File: src/rtl/spi_xip_bridge.sv
// spi_xip_bridge: memory-mapped read front-end for spi_core.
// Turns one valid/ready word-read request into the APB register sequence that
// programs a flash read. It then polls STATUS, pops one RXFIFO word and returns it.
//
// Ports
//   HCLK, HRESETn           clock, synchronous active-low reset
//   req_valid/ready/addr    read request (24-bit byte address, word aligned internally)
//   resp_valid/ready        response handshake
//   resp_data/resp_err      returned RXFIFO word, error flag (PSLVERR or poll timeout)
//   init_done               CLKDIV has been programmed after reset
//   PADDR..PENABLE          APB master outputs towards spi_core
//   PRDATA/PREADY/PSLVERR   APB slave responses
module spi_xip_bridge #(
  parameter int unsigned APB_ADDR_WIDTH = 12,
  parameter logic [7:0]  CLK_DIV        = 8'd2,
  parameter logic [7:0]  RD_CMD         = 8'h03,
  parameter logic        QUAD           = 1'b0,
  parameter logic [15:0] DUMMY_CYC      = 16'd0,
  parameter int unsigned CS_SEL         = 2,
  parameter int unsigned POLL_LIMIT     = 4096
) (
  input  logic                      HCLK,
  input  logic                      HRESETn,
  input  logic                      req_valid,
  output logic                      req_ready,
  input  logic [23:0]               req_addr,
  output logic                      resp_valid,
  input  logic                      resp_ready,
  output logic [31:0]               resp_data,
  output logic                      resp_err,
  output logic                      init_done,
  output logic [APB_ADDR_WIDTH-1:0] PADDR,
  output logic [31:0]               PWDATA,
  output logic                      PWRITE,
  output logic                      PSEL,
  output logic                      PENABLE,
  input  logic [31:0]               PRDATA,
  input  logic                      PREADY,
  input  logic                      PSLVERR
);

  localparam int unsigned AW    = APB_ADDR_WIDTH;
  localparam int unsigned CFG_W = AW + 33;
  localparam int unsigned CNT_W = (POLL_LIMIT > 1) ? $clog2(POLL_LIMIT) : 1;

  localparam logic [AW-1:0] A_STATUS = AW'(8'h00);
  localparam logic [AW-1:0] A_CLKDIV = AW'(8'h04);
  localparam logic [AW-1:0] A_SPICMD = AW'(8'h08);
  localparam logic [AW-1:0] A_SPIADR = AW'(8'h0C);
  localparam logic [AW-1:0] A_SPILEN = AW'(8'h10);
  localparam logic [AW-1:0] A_SPIDUM = AW'(8'h14);
  localparam logic [AW-1:0] A_RXFIFO = AW'(8'h20);

  localparam logic [3:0]  CSREG    = 4'(1 << CS_SEL);
  localparam logic [31:0] LEN_WORD = {16'd32, 2'b0, 6'd24, 2'b0, 6'd8};
  localparam logic [31:0] GO_WORD  = {20'h0, CSREG, 3'b0, 1'b0, 1'b0, QUAD, 1'b0, ~QUAD};

  typedef enum logic [3:0] {
    S_INIT, S_IDLE, S_W_CMD, S_W_ADR, S_W_LEN, S_W_DUM, S_W_GO, S_POLL, S_RD_RX, S_RESP
  } state_t;

  state_t             state_q, state_d;
  logic [23:0]        addr_q, addr_d;
  logic [CNT_W-1:0]   poll_cnt_q, poll_cnt_d;
  logic               psel_d, penable_d, pwrite_d;
  logic [AW-1:0]      paddr_d;
  logic [31:0]        pwdata_d;
  logic               req_ready_d, resp_valid_d, resp_err_d, init_done_d;
  logic [31:0]        resp_data_d;
  logic               start_c;
  logic [CFG_W-1:0]   cfg_c;

  // {write, address, write data} of the APB access each state performs
  function automatic logic [CFG_W-1:0] acc_cfg(input state_t s, input logic [23:0] a);
    acc_cfg = '0;
    case (s)
      S_INIT:  acc_cfg = {1'b1, A_CLKDIV, {24'h0, CLK_DIV}};
      S_W_CMD: acc_cfg = {1'b1, A_SPICMD, {RD_CMD, 24'h0}};
      S_W_ADR: acc_cfg = {1'b1, A_SPIADR, {a, 8'h00}};
      S_W_LEN: acc_cfg = {1'b1, A_SPILEN, LEN_WORD};
      S_W_DUM: acc_cfg = {1'b1, A_SPIDUM, {16'h0, DUMMY_CYC}};
      S_W_GO:  acc_cfg = {1'b1, A_STATUS, GO_WORD};
      S_POLL:  acc_cfg = {1'b0, A_STATUS, 32'h0};
      S_RD_RX: acc_cfg = {1'b0, A_RXFIFO, 32'h0};
      default: acc_cfg = '0;
    endcase
  endfunction

  // Next-state and APB/handshake output logic
  always_comb begin
    state_d      = state_q;
    addr_d       = addr_q;
    poll_cnt_d   = poll_cnt_q;
    psel_d       = PSEL;
    penable_d    = PENABLE;
    paddr_d      = PADDR;
    pwdata_d     = PWDATA;
    pwrite_d     = PWRITE;
    req_ready_d  = req_ready;
    resp_valid_d = resp_valid;
    resp_data_d  = resp_data;
    resp_err_d   = resp_err;
    init_done_d  = init_done;
    start_c      = 1'b0;
    cfg_c        = '0;

    case (state_q)
      S_IDLE: begin
        if (req_valid && req_ready) begin
          addr_d      = req_addr & 24'hFFFFFC;
          poll_cnt_d  = '0;
          req_ready_d = 1'b0;
          state_d     = S_W_CMD;
          start_c     = 1'b1;
        end
      end

      S_RESP: begin
        if (resp_ready && resp_valid) begin
          resp_valid_d = 1'b0;
          req_ready_d  = 1'b1;
          state_d      = S_IDLE;
        end
      end

      default: begin
        if (!PSEL) begin
          // only reached in INIT right after reset; later accesses chain directly
          start_c = 1'b1;
        end else if (!PENABLE) begin
          penable_d = 1'b1;
        end else if (PREADY) begin
          psel_d    = 1'b0;
          penable_d = 1'b0;
          if (state_q == S_INIT) begin
            init_done_d = 1'b1;
            req_ready_d = 1'b1;
            state_d     = S_IDLE;
          end else if (state_q == S_RD_RX) begin
            resp_data_d  = PRDATA;
            resp_err_d   = PSLVERR;
            resp_valid_d = 1'b1;
            state_d      = S_RESP;
          end else if (PSLVERR) begin
            resp_data_d  = '0;
            resp_err_d   = 1'b1;
            resp_valid_d = 1'b1;
            state_d      = S_RESP;
          end else begin
            case (state_q)
              S_W_CMD: begin state_d = S_W_ADR; start_c = 1'b1; end
              S_W_ADR: begin state_d = S_W_LEN; start_c = 1'b1; end
              S_W_LEN: begin state_d = S_W_DUM; start_c = 1'b1; end
              S_W_DUM: begin state_d = S_W_GO;  start_c = 1'b1; end
              S_W_GO:  begin state_d = S_POLL;  start_c = 1'b1; end
              S_POLL: begin
                if (PRDATA[23:16] != 8'h00) begin
                  state_d = S_RD_RX;
                  start_c = 1'b1;
                end else if (poll_cnt_q == CNT_W'(POLL_LIMIT - 1)) begin
                  resp_data_d  = '0;
                  resp_err_d   = 1'b1;
                  resp_valid_d = 1'b1;
                  state_d      = S_RESP;
                end else begin
                  poll_cnt_d = poll_cnt_q + 1'b1;
                  start_c    = 1'b1;
                end
              end
              default: state_d = S_IDLE;
            endcase
          end
        end
      end
    endcase

    // a new access enters SETUP on the edge after the previous one completes
    if (start_c) begin
      cfg_c     = acc_cfg(state_d, addr_d);
      psel_d    = 1'b1;
      penable_d = 1'b0;
      {pwrite_d, paddr_d, pwdata_d} = cfg_c;
    end
  end

  // State and output registers
  always_ff @(posedge HCLK) begin
    if (!HRESETn) begin
      state_q    <= S_INIT;
      addr_q     <= '0;
      poll_cnt_q <= '0;
      PSEL       <= 1'b0;
      PENABLE    <= 1'b0;
      PADDR      <= '0;
      PWDATA     <= '0;
      PWRITE     <= 1'b0;
      req_ready  <= 1'b0;
      resp_valid <= 1'b0;
      resp_data  <= '0;
      resp_err   <= 1'b0;
      init_done  <= 1'b0;
    end else begin
      state_q    <= state_d;
      addr_q     <= addr_d;
      poll_cnt_q <= poll_cnt_d;
      PSEL       <= psel_d;
      PENABLE    <= penable_d;
      PADDR      <= paddr_d;
      PWDATA     <= pwdata_d;
      PWRITE     <= pwrite_d;
      req_ready  <= req_ready_d;
      resp_valid <= resp_valid_d;
      resp_data  <= resp_data_d;
      resp_err   <= resp_err_d;
      init_done  <= init_done_d;
    end
  end

endmodule

File: config.mk
export PLATFORM = sky130hd
export DESIGN_NAME = spi_xip_bridge
export DESIGN_NICKNAME = d
export VERILOG_FILES = /design/src/rtl/spi_xip_bridge.sv
export SDC_FILE = /design/constraint.sdc
export NUM_CORES = 1
export LEC_CHECK = 0
export ABC_AREA = 1
export CAP_MARGIN = 20
export CELL_PAD_IN_SITES_DETAIL_PLACEMENT = 0
export CELL_PAD_IN_SITES_GLOBAL_PLACEMENT = 1
export CORE_MARGIN = 4
export CORE_UTILIZATION = 34
export DETAILED_ROUTE_END_ITERATION = 12
export PLACE_DENSITY = 0.82
export SETUP_SLACK_MARGIN = 0.05
export SLEW_MARGIN = 0
export SYNTH_ARGS = -nofsm -noshare
export SYNTH_HDL_FRONTEND = slang
export SYNTH_SLANG_ARGS = --single-unit
File: constraint.sdc
create_clock -name HCLK -period 2.2 [get_ports HCLK]
set_clock_uncertainty 0.2 [all_clocks]
set_input_delay 0.44 -clock HCLK [delete_from_list [all_inputs] [get_ports HCLK]]
set_output_delay 0.44 -clock HCLK [all_outputs]
set_load 0.005 [all_outputs]
=== Yosys cells after proc, flatten, opt, wreduce, memory -nomap -nowiden ===
Index checks and enable logic that the tools add are counted.

* Flip-flop bits (word level): 123
* Input bits: 62
* Output and inout bits: 83
* Logic and storage cells: 141

* Add/subtract/negate cells: 1
* Eq/ne operators: 27
* Mux-type cells: 66
* Bitwise gates (word level): 5
* Reductions and logical operators: 29

{| class="wikitable"
|+ Operators by type and width
! operator !! count
|-
| one-hot mux 45 bit (7 select lines) || 1
|-
| two-way mux 32 bit || 5
|-
| two-way mux 12 bit || 10
|-
| two-way mux 24 bit || 2
|-
| two-way mux 4 bit || 10
|-
| two-way mux 1 bit || 31
|-
| == test 4 x 3 -> 1 bit (second input constant) || 7
|-
| one-hot mux 12 bit (2 select lines) || 1
|-
| one-hot mux 4 bit (6 select lines) || 1
|-
| nonzero test 3 bit || 6
|-
| == test 4 x 2 -> 1 bit (second input constant) || 4
|-
| inequality test 2 x 1 -> 1 bit (second input constant) || 7
|-
| nonzero test 2 bit || 7
|-
| adder 12 x 1 -> 12 bit (second input constant) || 1
|-
| == test 12 bit (second input constant) || 1
|-
| == test 4 bit (second input constant) || 3
|-
| AND reduction 11 bit || 1
|-
| AND reduction 9 bit || 1
|-
| logical NOT 4 bit || 2
|-
| one-hot mux 1 bit (2 select lines) || 4
|-
| one-hot mux 4 bit (2 select lines) || 1
|-
| AND reduction 8 bit || 1
|-
| nonzero test 4 bit || 2
|-
| nonzero test 8 bit || 1
|-
| 11 further kinds || 18
|}

=== Logic depth before layout (Yosys ltp) ===
Gate-level depths: netlist (run 1).

* Word-level depth: 13
* Mapped depth: 15
* Mapped depth without buffers: 15

=== Worst setup path after synthesis (run 1) ===
OpenSTA, ideal clock, no wires.

* Kind: reg2reg
* Start point: register poll_cnt_q[0]
* End point: register PADDR[2]
* Setup time: 0.109 ns
* Arrival: 1.712 ns
* Required time: 1.891 ns
* Slack: 0.180 ns
* Cell stages (with the launch flop): 16
* Buffers on the path: 1
* Period minus slack after synthesis: 2.020 ns
* Cell sequence: dfxtp_1 -> ha_1 -> inv_1 -> nor2_2 -> nand2_1 -> nor2_1 -> nand2_1 -> nand2_1 -> nand2_1 -> nand3_2 -> nand3_2 -> buf_2 -> o21ai_0 -> inv_1 -> nand2_1 -> inv_1

* Cells in the longest elaborated chain, start to end: 13
* Elaborated cells between the ends (all ways): 29
* Those cells by class: 7 x eq/ne; 21 x mux; 1 x reduce/logical

{| class="wikitable"
|+ RTL lines
! what !! RTL line !! source
|-
| start, declared || 64 || <nowiki>logic [CNT_W-1:0] poll_cnt_q, poll_cnt_d;</nowiki>
|-
| start signal, assigned || 205 || <nowiki>poll_cnt_q <= poll_cnt_d;</nowiki>
|-
| == test 12 bit * || 160 || <nowiki>end else if (poll_cnt_q == CNT_W'(POLL_LIMIT - 1)) begin</nowiki>
|-
| two-way mux 4 bit || 160 ||
|-
| two-way mux 4 bit || 157 || <nowiki>if (PRDATA[23:16] != 8'h00) begin</nowiki>
|-
| one-hot mux 4 bit (6 select lines) || 150 || <nowiki>case (state_q)</nowiki>
|-
| two-way mux 4 bit || 144 || <nowiki>end else if (PSLVERR) begin</nowiki>
|-
| two-way mux 4 bit || 139 || <nowiki>end else if (state_q == S_RD_RX) begin</nowiki>
|-
| two-way mux 4 bit || 135 || <nowiki>if (state_q == S_INIT) begin</nowiki>
|-
| two-way mux 4 bit || 132 || <nowiki>end else if (PREADY) begin</nowiki>
|-
| two-way mux 4 bit || 130 || <nowiki>end else if (!PENABLE) begin</nowiki>
|-
| two-way mux 4 bit || 127 || <nowiki>if (!PSEL) begin</nowiki>
|-
| one-hot mux 4 bit (2 select lines) || 107 || <nowiki>case (state_q)</nowiki>
|-
| == test 4 bit, or another cell as far along || 76 || <nowiki>case (s)</nowiki>
|-
| one-hot mux 45 bit (7 select lines) || 76 ||
|-
| end signal, assigned || 208 || <nowiki>PADDR <= paddr_d;</nowiki>
|-
| end, declared || 32 || <nowiki>output logic [APB_ADDR_WIDTH-1:0] PADDR,</nowiki>
|}

Mark *: on every way between the ends. The rest lies on a longest branch, timed or not.
A chain may end at the register's enable or synchronous reset.

=== Final worst setup path (run 1) ===
* Start point: register poll_cnt_q[1]
* End point: register resp_data[10]

* Cells in the longest elaborated chain, start to end: 3

{| class="wikitable"
|+ RTL lines
! what !! RTL line !! source
|-
| == test 12 bit || 160 ||
|-
| nonzero test 3 bit (no line) || n/a ||
|-
| AND reduction 8 bit (no line) || n/a ||
|-
| end signal, assigned || 213 || <nowiki>resp_data <= resp_data_d;</nowiki>
|-
| end, declared || 29 || <nowiki>output logic [31:0] resp_data,</nowiki>
|}

No other way between the ends.

==> results.md, run 1 <==
- Dpl hpwl: 10300 µm
- Unrepaired setup endpoints after global routing: yes
- Vias: 5076
- Cell Pwr Density: 547 mW/mm²
- Tcrit/Tclk final: 0.957
- CTS tree: yes
- Initial DRC Count: 225
- Comb pwr share: 0.110
- Tot GR Track Use: 0.165
- Place WS: -0.444 ns
- Final Hold Fails: 0
- ANT cells: 0
- Clock slew seen by the registers of the worst setup and hold paths: 0.07 ns
- Initial core utilization: 0.348
- Post-synthesis register bit count: 110
- CP Buf/Inv Count: 3
- Cell breakdown of the critical path: ha_4 -> buf_6 -> nand2_2 -> nor2_2 -> nand3_2 -> o31ai_4 -> nand3_4 -> inv_8 -> clkbuf_16 -> nand3_2 -> a21oi_2
- Clock sink count: 110
- WP data arrival: 2.19 ns
- Psw: 969 µW
- Clock root cell: clkbuf_16
- Routed WL: 15800 µm
- Synth Flop Type: dfxtp_1
- Crit path time final: 2.11 ns
- Syn Area/Cell: 7.50 µm²
- Nets: 918
- Antenna violations before repair: 0
- Compound-Gate Fraction of Synth Area: 0.123
- HP Class: input port to flip-flop
- Clock H-tree levels: 3
- Drt first pass iters: 4
- Worst Path Required: 2.29 ns
- Hold_ws: 0.209 ns
- Synth top area share: 0.433
- Total power: 4.28 mW
- DR vias/cell: 4.87
- Startpoint types: flip-flop
- Reg power frac: 0.480
- Largest family of logic cells by synthesized area: simple AND/OR/NAND/NOR gates
- Fraction of registers with async set/reset: 0
- Cell taking the most area after synthesis: dfxtp_1
- Synth Area in Adders: 0.00246
- Cts hold-fix bufs: 0
- First-pass GRT wire length: 22800 µm
- Max-slew violation count: 0
- Critical path's slowest cell: dfxtp_4
- Peak supply drop: 0.000527 V
- Simple-Gate Fraction of Synth Area: 0.289
- Final setup viols: 0
- Status: completed
- Die height: 130 µm
- Core area: 0.0146 mm²
- Final setup margin: 0.0948 ns
- WL per Instance: 15.2 µm
- Max incr delay on CP: 0.37 ns
- YS warnings: 0
- Layout cells sized above 1: 0.234
- Element type at the critical path end: flip-flop
- Post-synth EDFFs: 0
- Fmax achieved: 0.475 GHz
- Cell family with most CP delay: simple AND/OR/NAND/NOR gates
- Max Cap Viol: 0
- Switching Share: 0.226
- Synth Area in XOR/XNOR: 0.0138
- Netlist Area Pre-Place: 0.00508 mm²
- Routed Antenna Nets: 0
- Mux contribution to synthesized area: 0.0335
- Setup CP Type: flip-flop to flip-flop
- Routability cong.: 0.892
- Most used cell along the critical path: nand3_2
- Die W: 130 µm
- Area growth, synth to finish: 54.2%
- # DRC: 0
- Most common cell after layout, fill and taps aside: nand2_1
- Commonest non-fill, non-tap cells in the layout: nand2_1 (125), clkdlybuf4s50_1 (119), dfxtp_1 (100)
- Clk_lat worst skew: 0.35 ns
- Crit Path Max Fanout: 6
- Clock Power Share: 0.410
- Leakage power total: 3.21 nW
- Die ar.: 0.0170 mm²
- Power Internal: 3.32 mW
- Synth top area cells: dfxtp_1 (43%), nand2_1 (10%), a21oi_1 (6.8%), nand3_1 (5.4%), nor2_1 (5.3%)
- Port Buffers: 129
- Cell count after synthesis: 677
- CTS Buf Count: 9
- Largest net degree at the start of global routing: 62
- Synth unique cells: 37
- Part of the Yosys area used for sequential elements: 0.433
- Clock buffer depth: 2
- Overflow after GRT: 0
- Rows: 44
- Ports: 145
- Vias in the first global route: 4704
-- cell usage after synthesis (all sizes together), types with 2 or more instances --
library cell and instances:
nor3 4, buf 28, o21ai 35, nand3 62, and2 5, a21oi 72
clkinv 2, nand3b 16, nand2 146, inv 57, nor2 83, mux2i 17
nand4 2, o31ai 2, o211ai 2, xor2 8, dfxtp 110, clkbuf 21
-- routing by layer --
metal	vias to the layer above	track usage	part of all wire
li1	2516	-	-
met1	2353	0.212	0.43
met2	185	0.267	0.47
met3	22	0.0540	0.085
met4	0	0.0471	0.016
met5	-	0	0
-- worst min-delay path, stage by stage --
cell	delay (ns)
dlymetal6s2s_1	0.14
nand3_1	0.08
a21oi_1	0.05
-- flip-flops by register name, summed over array words and instances (netlist names) --
register,flops
PWRITE,1
PENABLE,1
resp_err,1
PSEL,1
PWDATA,27
req_ready,1
poll_cnt_q,12
addr_q,24
resp_data,32
PADDR,4
state_q,4
init_done,1
resp_valid,1
-- cell families (layout without fill, tap and decap cells) --
kind of cell | count (synthesis) | in the layout
multiplexers | 17 | 17
AND/OR/NAND/NOR | 319 | 319
AO/OA/AOI/OAI | 113 | 113
flip-flops | 110 | 110
XOR/XNOR | 8 | 8
other | 1 | 13
adder cells (fa/ha/maj) | 1 | 1
buffers and inverters | 108 | 278
-- power groups by stage --
stage	Combinational (mW)	Sequential (mW)	Clock, mW
2_1_floorplan	0.157	2.10	0
3_3_place_gp	0.409	2.10	0
3_5_place_dp	0.411	2.10	0
4_1_cts	0.416	2.06	1.80
5_1_grt	0.512	2.06	1.89
6_report	0.469	2.06	1.76
-- what timing repair did --
item                       CTS  global route
setup buffers                1            14
pin swaps                    4            38
setup endpoints to repair   71            79
resized for setup           10           103
cloned                       0            10
-- area by class of cell --
cell class	count	area (µm²)
Inverter	59	229
Timing Repair Buffer	204	2140
Clock inverter	3	68.8
Multi-Input combinational cell	471	2700
Tap cell	184	230
Sequential cell	110	2220
Fill cell	1337	6760
Clock buffer	12	246
-- path summary, 6_finish.rpt --
check | startpoint | end | slack (ns) | depth (start not counted)
setup reg to reg | poll_cnt_q[1] | resp_data[10] | 0.09 | 11
hold / removal | PRDATA[20] | resp_data[20] | 0.21 | 3
setup / recovery | poll_cnt_q[1] | resp_data[10] | 0.09 | 11
hold reg to reg | addr_q[0] | addr_q[0] | 0.25 | 2
-- through the flow --
| stage | std cells | area [µm²] | util | setup TNS, ns |
|---|---|---|---|---|
| after global routing | 1043 | 7830 | 0.537 | -0.276 |
| final | 1043 | 7830 | 0.537 | 0 |
| after detailed placement | 1004 | 6810 | 0.467 | -29.70 |
| after global placement | 1004 | 6810 | 0.467 | -25.50 |
| after floorplan | 689 | 5120 | - | 0 |
| after CTS | 1020 | 7160 | 0.491 | 0 |
(Power assumes the default switching activity.)
==> run 2: changes to the inputs <==
--- a/config.mk
+++ b/config.mk
@@ -9,7 +9,7 @@
 export CAP_MARGIN = 20
 export CELL_PAD_IN_SITES_DETAIL_PLACEMENT = 0
 export CELL_PAD_IN_SITES_GLOBAL_PLACEMENT = 1
-export CORE_MARGIN = 4
+export CORE_MARGIN = 1
 export CORE_UTILIZATION = 34
 export DETAILED_ROUTE_END_ITERATION = 12
 export PLACE_DENSITY = 0.82
==> run 2 against run 1 <==
  * Flip-flop and latch count stayed put
  * Cell count is 0.29% higher
  * Via count fell by 2.3%
  * Non-clock buffer count rose by 2
  * Clock-buffer cell count is 3 lower
  * First-iteration DRC count decreased by 9.3%
  * Design area decreased by 0.80%
  * Total power is essentially flat
  * Hold slack worse by 0.0052 ns
==> results.md, run 2 (synthesis gave the netlist of run 1 again) <==
- Status: completed
- Tcrit/Tclk final: 0.955 (-0.00189)
- Nets: 920 (+0.22%)
- Vias in the first global route: 4689 (-0.32%)
- Clk_lat worst skew: 0.35 ns (about the same)
- Largest net degree at the start of global routing: 37 (-40%)
- Element type at the critical path end: flip-flop
- Most common cell after layout, fill and taps aside: nand2_1
- Power Internal: 3.22 mW (-2.9%)
- Ports: 145 (unchanged)
- Routed WL: 14600 µm (-7.6%)
- Commonest non-fill, non-tap cells in the layout: nand2_1 (126), clkdlybuf4s50_1 (120), dfxtp_1 (99)
- Hold_ws: 0.204 ns (-0.00523 ns)
- Final Instance Area: 0.00777 mm² (-0.80%)
- Comb pwr share: 0.110 (about the same)
- Max reg flops: 32 (unchanged)
- Area growth, synth to finish: 53.0%
- Rows: 44 (unchanged)
- Initial core utilization: 0.350 (+0.00132)
- Dpl cell area: 0.00684 mm² (+0.48%)
- WP data arrival: 2.19 ns (about the same)
- Cell Pwr Density: 552 mW/mm² (+0.85%)
- Antenna violations before repair: 0 (unchanged)
- Psw: 1.07 mW (+10%)
- Clock H-tree levels: 3 (unchanged)
- Finished Core Util: 0.535 (-0.00227)
- Final setup viols: 0 (unchanged)
- ANT cells: 0 (unchanged)
- # DRC: 0 (unchanged)
- Vias: 4959 (-2.3%)
- Switching Share: 0.249 (+0.0227)
- Final setup margin: 0.0990 ns (+0.00417 ns)
- Leakage power total: 3.19 nW (-0.50%)
- Clock sink count: 110 (unchanged)
- Tot GR Track Use: 0.177 (+0.0119)
- Drt first pass iters: 5 (+1)
- CTS tree: yes
- Port Buffers: 129 (unchanged)
- Crit Path Max Fanout: 12 (+6)
- Overflow after GRT: 0 (unchanged)
- Total power: 4.29 mW (about the same)
- Max incr delay on CP: 0.37 ns (about the same)
- Die height: 124 µm (-4.6%)
- Cts hold-fix bufs: 0 (unchanged)
- Setup CP Type: flip-flop to flip-flop
- Crit path time final: 2.10 ns (-0.00417 ns)
- Max Cap Viol: 0 (unchanged)
- HP Class: input port to flip-flop
- Cell breakdown of the critical path: ha_4 -> buf_6 -> nand2_2 -> nor2_2 -> nand3_2 -> o31ai_4 -> nand3_4 -> clkinv_4 -> clkbuf_16 -> nand3_1 -> a21oi_1
- Clock slew seen by the registers of the worst setup and hold paths: 0.08 ns (about the same)
- Die W: 124 µm (-4.6%)
- Fmax achieved: 0.476 GHz (+0.20%)
- WL per Instance: 14.0 µm (-7.8%)
- Routability cong.: 0.806 (-9.7%)
- Unrepaired setup endpoints after global routing: yes
- Startpoint types: flip-flop
- R2R setup slack: 0.1 ns (about the same)
- Initial DRC Count: 204 (-9.3%)
- Core area: 0.0145 mm² (-0.38%)
- Fin cells: 1046 (+0.29%)
- Critical path's slowest cell: dfxtp_4
- Clock root cell: clkbuf_16
- CTS Buf Count: 9 (unchanged)
- Layout cells sized above 1: 0.224 (-0.0101)
- Dpl hpwl: 9640 µm (-6.2%)
- Place WS: -0.352 ns (+0.0917 ns)
- First-pass GRT wire length: 22600 µm (-0.73%)
- Final TNS setup: 0 ns (unchanged)
- Reg with most FFs: resp_data
- Worst Path Required: 2.29 ns (about the same)
- Placed cell count: 1010 (+0.60%)
- DR vias/cell: 4.74 (-2.6%)
- Routed Antenna Nets: 0 (unchanged)
- Largest regs: resp_data (32), PWDATA (27), addr_q (24)
- Reg power frac: 0.479 (about the same)
- Clock buffer depth: 2 (unchanged)
- Final Hold Fails: 0 (unchanged)
- Die ar.: 0.0154 mm² (-9.0%)
- Clock Power Share: 0.411 (about the same)
- Max-slew violation count: 0 (unchanged)
- Peak supply drop: 0.000314 V (-40%)
## run 2: what timing repair did
| action | 4_1_cts | 5_1_grt |
|---|---|---|
| endpoints found under the setup margin | 18 | 78 |
| endpoints found under the hold margin | 0 | 0 |
| setup buffers | 1 | 11 |
| resized for setup | 18 | 88 |
| pin swaps | 5 | 23 |
| cloned | 3 | 5 |
## run 2: worst max-delay path, delay by kind of cell, from the launching register on
| family | cells | cell delay, ns |
|---|---|---|
| buffers and inverters | 3 | 0.38 |
| and+or+nand+nor | 5 | 0.48 |
| DFF | 1 | 0.37 |
| adders and majority gates | 1 | 0.14 |
| AOI/OAI and AO/OA | 2 | 0.45 |
## run 2: metal layers
metal  share of wire  wire, µm  global-route usage  vias to the layer above
met5               0         0                   0                        -
met1            0.47      6800               0.235                     2274
met3           0.053       780              0.0448                       19
met4           0.014       203              0.0553                        0
li1                -         -                   -                     2527
met2            0.47      6830               0.281                      139
## run 2: power by group through the flow
stage	Sequential [mW]	Clock [mW]	Combinational, mW
2_1_floorplan	2.10	0	0.157
3_3_place_gp	2.10	0	0.414
3_5_place_dp	2.10	0	0.416
4_1_cts	2.06	1.81	0.436
5_1_grt	2.06	1.90	0.509
6_report	2.05	1.76	0.470
## run 2: worst paths after layout
check        cells past startpoint             to     startpoint
max                             11   resp_data[1]  poll_cnt_q[1]
min                              3  resp_data[20]     PRDATA[20]
max reg2reg                     11   resp_data[1]  poll_cnt_q[1]
min reg2reg                      2      addr_q[1]      addr_q[1]
## run 2: layout make-up
| class | instances | area (µm²) |
|---|---|---|
| Fill cell | 1342 | 6760 |
| Multi-Input combinational cell | 471 | 2640 |
| Sequential cell | 110 | 2220 |
| Timing Repair Buffer | 206 | 2130 |
| Tap cell | 184 | 230 |
| Inverter | 59 | 226 |
| Clock buffer | 9 | 225 |
| Clock inverter | 7 | 97.6 |
